**src/rtl/spi_flash_read_seq.sv**
```systemverilog
// Flash READ sequencer: drives the SPI byte engine through CS setup, opcode, address,
// optional dummy and data bytes. Define QUAD_READ_EN to enable the 0x6B quad fast read.
module spi_flash_read_seq #(
  parameter int ADDR_BYTES = 3,
  parameter int CS_SETUP   = 2,
  parameter int CS_HOLD    = 2,
  parameter int CS_IDLE    = 4
) (
  input  logic                    clk,
  input  logic                    reset,
  input  logic                    cmd_valid_i,
  output logic                    cmd_ready_o,
  input  logic [8*ADDR_BYTES-1:0] cmd_addr_i,
  input  logic [15:0]             cmd_len_i,
  input  logic                    cmd_quad_i,
  input  logic                    cmd_abort_i,
  output logic                    rd_valid_o,
  input  logic                    rd_ready_i,
  output logic [7:0]              rd_data_o,
  output logic                    busy_o,
  output logic                    spi_cs_n_o,
  output logic [3:0]              spi_oe_o,
  output logic                    eng_strobe_o,
  output logic [7:0]              eng_tx_o,
  output logic [2:0]              eng_mode_o,
  input  logic [7:0]              eng_rx_i,
  input  logic                    eng_idle_i
);

  typedef enum logic [3:0] {
    S_IDLE, S_SETUP, S_CMD, S_ADDR,
`ifdef QUAD_READ_EN
    S_DUMMY,
`endif
    S_DATA, S_WAIT_RD, S_HOLD, S_GAP
  } state_e;

  localparam logic [15:0] SETUP_LAST = 16'(CS_SETUP - 1);
  localparam logic [15:0] HOLD_LAST  = 16'(CS_HOLD - 1);
  localparam logic [15:0] IDLE_LAST  = 16'(CS_IDLE - 1);
  localparam logic [2:0]  ADDR_LAST  = 3'(ADDR_BYTES - 1);

  state_e                  state_q, state_d;
  logic [15:0]             cnt_q, cnt_d;
  logic [8*ADDR_BYTES-1:0] addr_q, addr_d;
  logic [15:0]             len_q, len_d;
  logic                    abort_q, abort_d;
  logic                    inflight_q, inflight_d;
  logic                    settle_q, settle_d;
  logic [2:0]              idx_q, idx_d;
  logic                    rd_valid_q, rd_valid_d;
  logic [7:0]              rd_data_q, rd_data_d;
  logic                    quad_active;
  logic                    byte_state;
  logic                    issue;
  logic                    byte_done;

`ifdef QUAD_READ_EN
  logic quad_q, quad_d;
  assign quad_active = quad_q;
`else
  logic unused_quad;
  assign unused_quad = cmd_quad_i;
  assign quad_active = 1'b0;
`endif

  assign byte_state = (state_q == S_CMD) || (state_q == S_ADDR) || (state_q == S_DATA)
`ifdef QUAD_READ_EN
                      || (state_q == S_DUMMY)
`endif
                      ;
  // A new byte starts only when none is in flight, no abort is pending and data remains.
  assign issue     = !reset && byte_state && !inflight_q && !abort_q &&
                     !((state_q == S_DATA) && (len_q == '0));
  // eng_idle is stale in the strobe cycle and the one after, so it is masked by settle_q.
  assign byte_done = inflight_q && !settle_q && eng_idle_i;

  // NOTE: sequential state uses non-blocking assignments so every register samples
  // pre-edge values regardless of process ordering.
  always_ff @(posedge clk) begin
    if (reset) begin
      state_q    <= S_IDLE;
      cnt_q      <= '0;
      addr_q     <= '0;
      len_q      <= '0;
      abort_q    <= 1'b0;
      inflight_q <= 1'b0;
      settle_q   <= 1'b0;
      idx_q      <= '0;
      rd_valid_q <= 1'b0;
      rd_data_q  <= '0;
`ifdef QUAD_READ_EN
      quad_q     <= 1'b0;
`endif
    end else begin
      state_q    <= state_d;
      cnt_q      <= cnt_d;
      addr_q     <= addr_d;
      len_q      <= len_d;
      abort_q    <= abort_d;
      inflight_q <= inflight_d;
      settle_q   <= settle_d;
      idx_q      <= idx_d;
      rd_valid_q <= rd_valid_d;
      rd_data_q  <= rd_data_d;
`ifdef QUAD_READ_EN
      quad_q     <= quad_d;
`endif
    end
  end

  // NOTE: every combinational output gets a default first so no path infers a latch.
  always_comb begin
    state_d    = state_q;
    cnt_d      = cnt_q;
    addr_d     = addr_q;
    len_d      = len_q;
    abort_d    = abort_q || ((state_q != S_IDLE) && cmd_abort_i);
    inflight_d = (inflight_q && !byte_done) || issue;
    settle_d   = issue;
    idx_d      = idx_q;
    rd_valid_d = rd_valid_q;
    rd_data_d  = rd_data_q;
`ifdef QUAD_READ_EN
    quad_d     = quad_q;
`endif
    case (state_q)
      S_IDLE: if (cmd_valid_i) begin
        addr_d  = cmd_addr_i;
        len_d   = cmd_len_i;
        abort_d = 1'b0;
        cnt_d   = '0;
`ifdef QUAD_READ_EN
        quad_d  = cmd_quad_i;
`endif
        state_d = S_SETUP;
      end
      S_SETUP: begin
        cnt_d = cnt_q + 16'd1;
        if (cnt_q == SETUP_LAST) begin
          cnt_d   = '0;
          state_d = S_CMD;
        end
      end
      S_CMD: begin
        if (!inflight_q && abort_q) state_d = S_HOLD;
        else if (byte_done) begin
          idx_d   = '0;
          state_d = S_ADDR;
        end
      end
      S_ADDR: begin
        if (!inflight_q && abort_q) state_d = S_HOLD;
        else if (byte_done) begin
          addr_d = addr_q << 8;
          idx_d  = idx_q + 3'd1;
          if (idx_q == ADDR_LAST) begin
`ifdef QUAD_READ_EN
            state_d = quad_q ? S_DUMMY : S_DATA;
`else
            state_d = S_DATA;
`endif
          end
        end
      end
`ifdef QUAD_READ_EN
      S_DUMMY: begin
        if (!inflight_q && abort_q) state_d = S_HOLD;
        else if (byte_done) state_d = S_DATA;
      end
`endif
      S_DATA: begin
        if (!inflight_q && (abort_q || (len_q == '0))) state_d = S_HOLD;
        else if (byte_done) begin
          rd_data_d  = eng_rx_i;
          rd_valid_d = 1'b1;
          len_d      = len_q - 16'd1;
          state_d    = S_WAIT_RD;
        end
      end
      S_WAIT_RD: if (rd_ready_i) begin
        rd_valid_d = 1'b0;
        state_d    = S_DATA;
      end
      S_HOLD: begin
        cnt_d = cnt_q + 16'd1;
        if (cnt_q == HOLD_LAST) begin
          cnt_d   = '0;
          state_d = S_GAP;
        end
      end
      S_GAP: begin
        cnt_d = cnt_q + 16'd1;
        if (cnt_q == IDLE_LAST) begin
          cnt_d   = '0;
          state_d = S_IDLE;
        end
      end
      default: state_d = S_IDLE;
    endcase
  end

  always_comb begin
    cmd_ready_o  = (state_q == S_IDLE) && !reset;
    busy_o       = (state_q != S_IDLE);
    spi_cs_n_o   = (state_q == S_IDLE) || (state_q == S_GAP);
    rd_valid_o   = rd_valid_q;
    rd_data_o    = rd_data_q;
    eng_strobe_o = issue;
    eng_tx_o     = 8'h00;
    eng_mode_o   = 3'd1;
    spi_oe_o     = 4'b0001;
    if (issue) begin
      case (state_q)
        S_CMD:   eng_tx_o = quad_active ? 8'h6B : 8'h03;
        S_ADDR:  eng_tx_o = addr_q[8*ADDR_BYTES-1 -: 8];
        S_DATA:  eng_tx_o = 8'hFF;
        default: eng_tx_o = 8'h00;
      endcase
      if ((state_q == S_DATA) && quad_active) eng_mode_o = 3'd4;
    end
    // Pads turn around with the first quad data strobe and back once data ends.
    if (quad_active && ((state_q == S_WAIT_RD) ||
                        ((state_q == S_DATA) && (inflight_q || issue))))
      spi_oe_o = 4'b0000;
  end

endmodule
```
**config.mk**
```make
export PLATFORM = sky130hd
export DESIGN_NAME = spi_flash_read_seq
export DESIGN_NICKNAME = d
export VERILOG_FILES = /design/src/rtl/spi_flash_read_seq.sv
export SDC_FILE = /design/constraint.sdc
export NUM_CORES = 1
export LEC_CHECK = 0
export CAP_MARGIN = 40
export CORE_MARGIN = 4
export CORE_UTILIZATION = 36
export CTS_BUF_LIST = sky130_fd_sc_hd__clkbuf_4
export CTS_CLUSTER_SIZE = 40
export DETAILED_ROUTE_END_ITERATION = 8
export HOLD_SLACK_MARGIN = 0.06
export PLACE_DENSITY = 0.57
export SKIP_CTS_REPAIR_TIMING = 1
export SKIP_LAST_GASP = 1
export SLEW_MARGIN = 20
export SYNTH_ARGS = -nofsm -noshare
export SYNTH_HDL_FRONTEND = slang
export SYNTH_SLANG_ARGS = --single-unit
```
**constraint.sdc**
```tcl
create_clock -name clk -period 3.38 [get_ports clk]
set_clock_uncertainty 0.2 [all_clocks]
set_input_delay 0.676 -clock clk [delete_from_list [all_inputs] [get_ports clk]]
set_output_delay 0.676 -clock clk [all_outputs]
set_load 0.005 [all_outputs]
```
==> metrics.yaml <==
outcome:
  status: "finished, violations left"
  violations: "negative setup slack"
hold_path:
  hp-class: "reg2reg"
  holdPathStages: 2
clock_network:
  path_clk_slew_ps: 130
  h-tree-depth: 3
  cts_root_buf: "clkbuf_4"
  cts_buffers: 9
  clock-sinks: 74
  clk_latency_ps: 430
  tritoncts: "done"
  cts_buffer_depth: 2
grt:
  antenna_found_initial: 0
  first_global_vias: 3457
  grt_max_degree: 64
  grt.total_usage: 0.162
  grt_pass1_wl_um: 16900
  grt-ovfl-total: 0
synthesis:
  avgSynthCellArea_um2: 7.68
  synth_top_flop_cell: "dfxtp_1"
  yosysTopAreaCellShare: 0.377
  synth_top_area_cell: "dfxtp_1"
  yosysSeqAreaShare: 0.377
  syn_inst: 512
  synthDistinctLibCells: 58
  yosys_warnings: 0
  yosys-top-cells-area: "dfxtp_1, nand2_1, nor2_1"
  synth_edf_count: 0
  async_reset_ff_frac: 0
  netlist_area_um2: 3930
  ys_ff_latch: 74
routing:
  first_pass_iters: 4
  num_vias: 3778
  drt_iter0_markers: 225
  ant_nets: 0
  viasPerCell: 5.23
  drc: 0
  wirelength_um: 10600
  wl_per_cell_um: 14.7
critical_path:
  worstPathArrival_ps: 2670
  max_stage_delay_ps: 520
  r2r_cells: 7
  critical_path_class: "reg2out"
  startpoint_type: "flop"
  cp_max_fo: 6
  worstPathRequired_ps: 2500
  crit_path_end_kind: "primary output"
  reg2reg_slack_ps: 920
  critPathSlowestCell: "clkdlybuf4s50_1"
  crit_chain: "inv_1, ha_2, nor4b_2, nand4_1, o22ai_2, or4_4, a21oi_1, clkdlybuf4s50_1"
layout:
  drive_above_1_share: 0.0954
  stdcell_area_um2: 5030
  finalNonFillerCells: 723
  final_nets: 643
  antennaDiodeCount: 0
  num-fill-cells: 1073
  syn2layout_area_growth_pct: 28.0
job:
  drv_cap: 0
die:
  ios: 83
  die_area_um2: 12700
  rows: 37
  die_height_um: 112
  start_util: 0.376
  fp.dieW_um: 112
  core-area_um2: 10500
placement:
  dp_cells: 703
  numPortBuffers: 74
  finalWeightedCongestion: 0.836
  dpl-instance-area_um2: 4800
  dp_hpwl_um: 7320
timing:
  max_freq_mhz: 282
  finalSetupViolCount: 6
  worst_slew_pin_slew_ps: 674
  relSlewSlack: 0.551
  hold_viol_final: 0
  final.setup.worst_slack_ps: -163
  rsz0062_at_grt: "yes"
  hold_ws_ps: 265
  min_period_over_period: 1.05
  slew_viol_final: 0
  fin_crit_ps: 3540
pwr:
  p_per_area_nw_per_um2: 626
  vdd.ir_drop.worst_mv: 0.294
  power.total_mw: 3.15
  leakagePower_nw: 1.89
[power breakdown]
group	leakage, nW	switching [mW]	internal (mW)	total [mW]
Sequential	0.606	0.144	1.04	1.18
Combinational	1.20	0.741	0.578	1.32
Clock	0.0831	0.343	0.306	0.649
[through the flow]
step	worst slack, ps	utilization	TNS [ps]
final	-163	0.481	-702
after global routing	-291	0.481	-1610
after CTS	-424	0.475	-3370
after detailed placement	87.8	0.458	0
after global placement	157	0.458	0
after floorplan	697	-	0
[critical path: cells and delay by family, from the launching register on]
kind | cells | cell delay (ps)
AOI/OAI and AO/OA | 2 | 280
DFF | 1 | 380
buffers and inverters | 2 | 590
and+or+nand+nor | 3 | 780
adders and majority gates | 1 | 210
[state kept, by name, summed over array words and instances (netlist names)]
signal / flops
addr_q: 24
cnt_q: 16
len_q: 16
rd_data_o: 8
idx_q: 3
state_q: 3
abort_q: 1
inflight_q: 1
rd_valid_o: 1
settle_q: 1
[Yosys cell counts, drive strengths merged, types with 7 or more instances]
master and number:
o21ai 24, clkbuf 22, a211oi 8, a311oi 16
a22oi 11, nor2 70, nor3 12, or4 7
dfxtp 74, inv 10, a21oi 45, nand3 11
buf 19, nand2 72
[final timing paths]
path,startpoint,to
max,len_q[0],eng_tx_o[1]
min,rd_data_o[3],rd_data_o[3]
max reg2reg,state_q[1],state_q[0]
min reg2reg,rd_data_o[3],rd_data_o[3]
[placed cells by master (no fill, tap or decap), drive strengths merged, types with 12 or more instances in the layout]
cell type / instances
a21oi: 45
a311oi: 16
buf: 21
clkdlybuf4s50: 70
dfxtp: 74
inv: 12
nand2: 72
nor2: 70
nor3: 12
o21ai: 24
[metal layers]
layer / up-vias / wire length [um] / GRT usage
met4: 0 / 121 / 0.0465
met3: 12 / 381 / 0.0361
li1: 1966 / - / -
met2: 61 / 5100 / 0.259
met1: 1739 / 5010 / 0.219
met5: - / 0 / 0
[cells by family after synthesis]
| family | after synthesis | synth area share |
|---|---|---|
| and+or+nand+nor | 224 | 0.275 |
| AOI/OAI and AO/OA | 142 | 0.239 |
| DFF | 74 | 0.377 |
| buffers and inverters | 51 | 0.0583 |
| xor gates and xnor gates | 11 | 0.0245 |
| adders and majority gates | 6 | 0.0191 |
| other | 2 | 0.00191 |
| muxes | 2 | 0.00541 |
[cell type report]
class	count	area [um2]	share of cell area
multi-input combinational	393	2280	0.453
timing repair buffer	94	893	0.178
clock buffer	9	67.6	0.0134
tap	136	170	0.0338
inverter	10	37.5	0.00746
sequential	74	1480	0.295
clock inverter	7	101	0.0201
No activity file was read; power rests on OpenSTA's default activity.
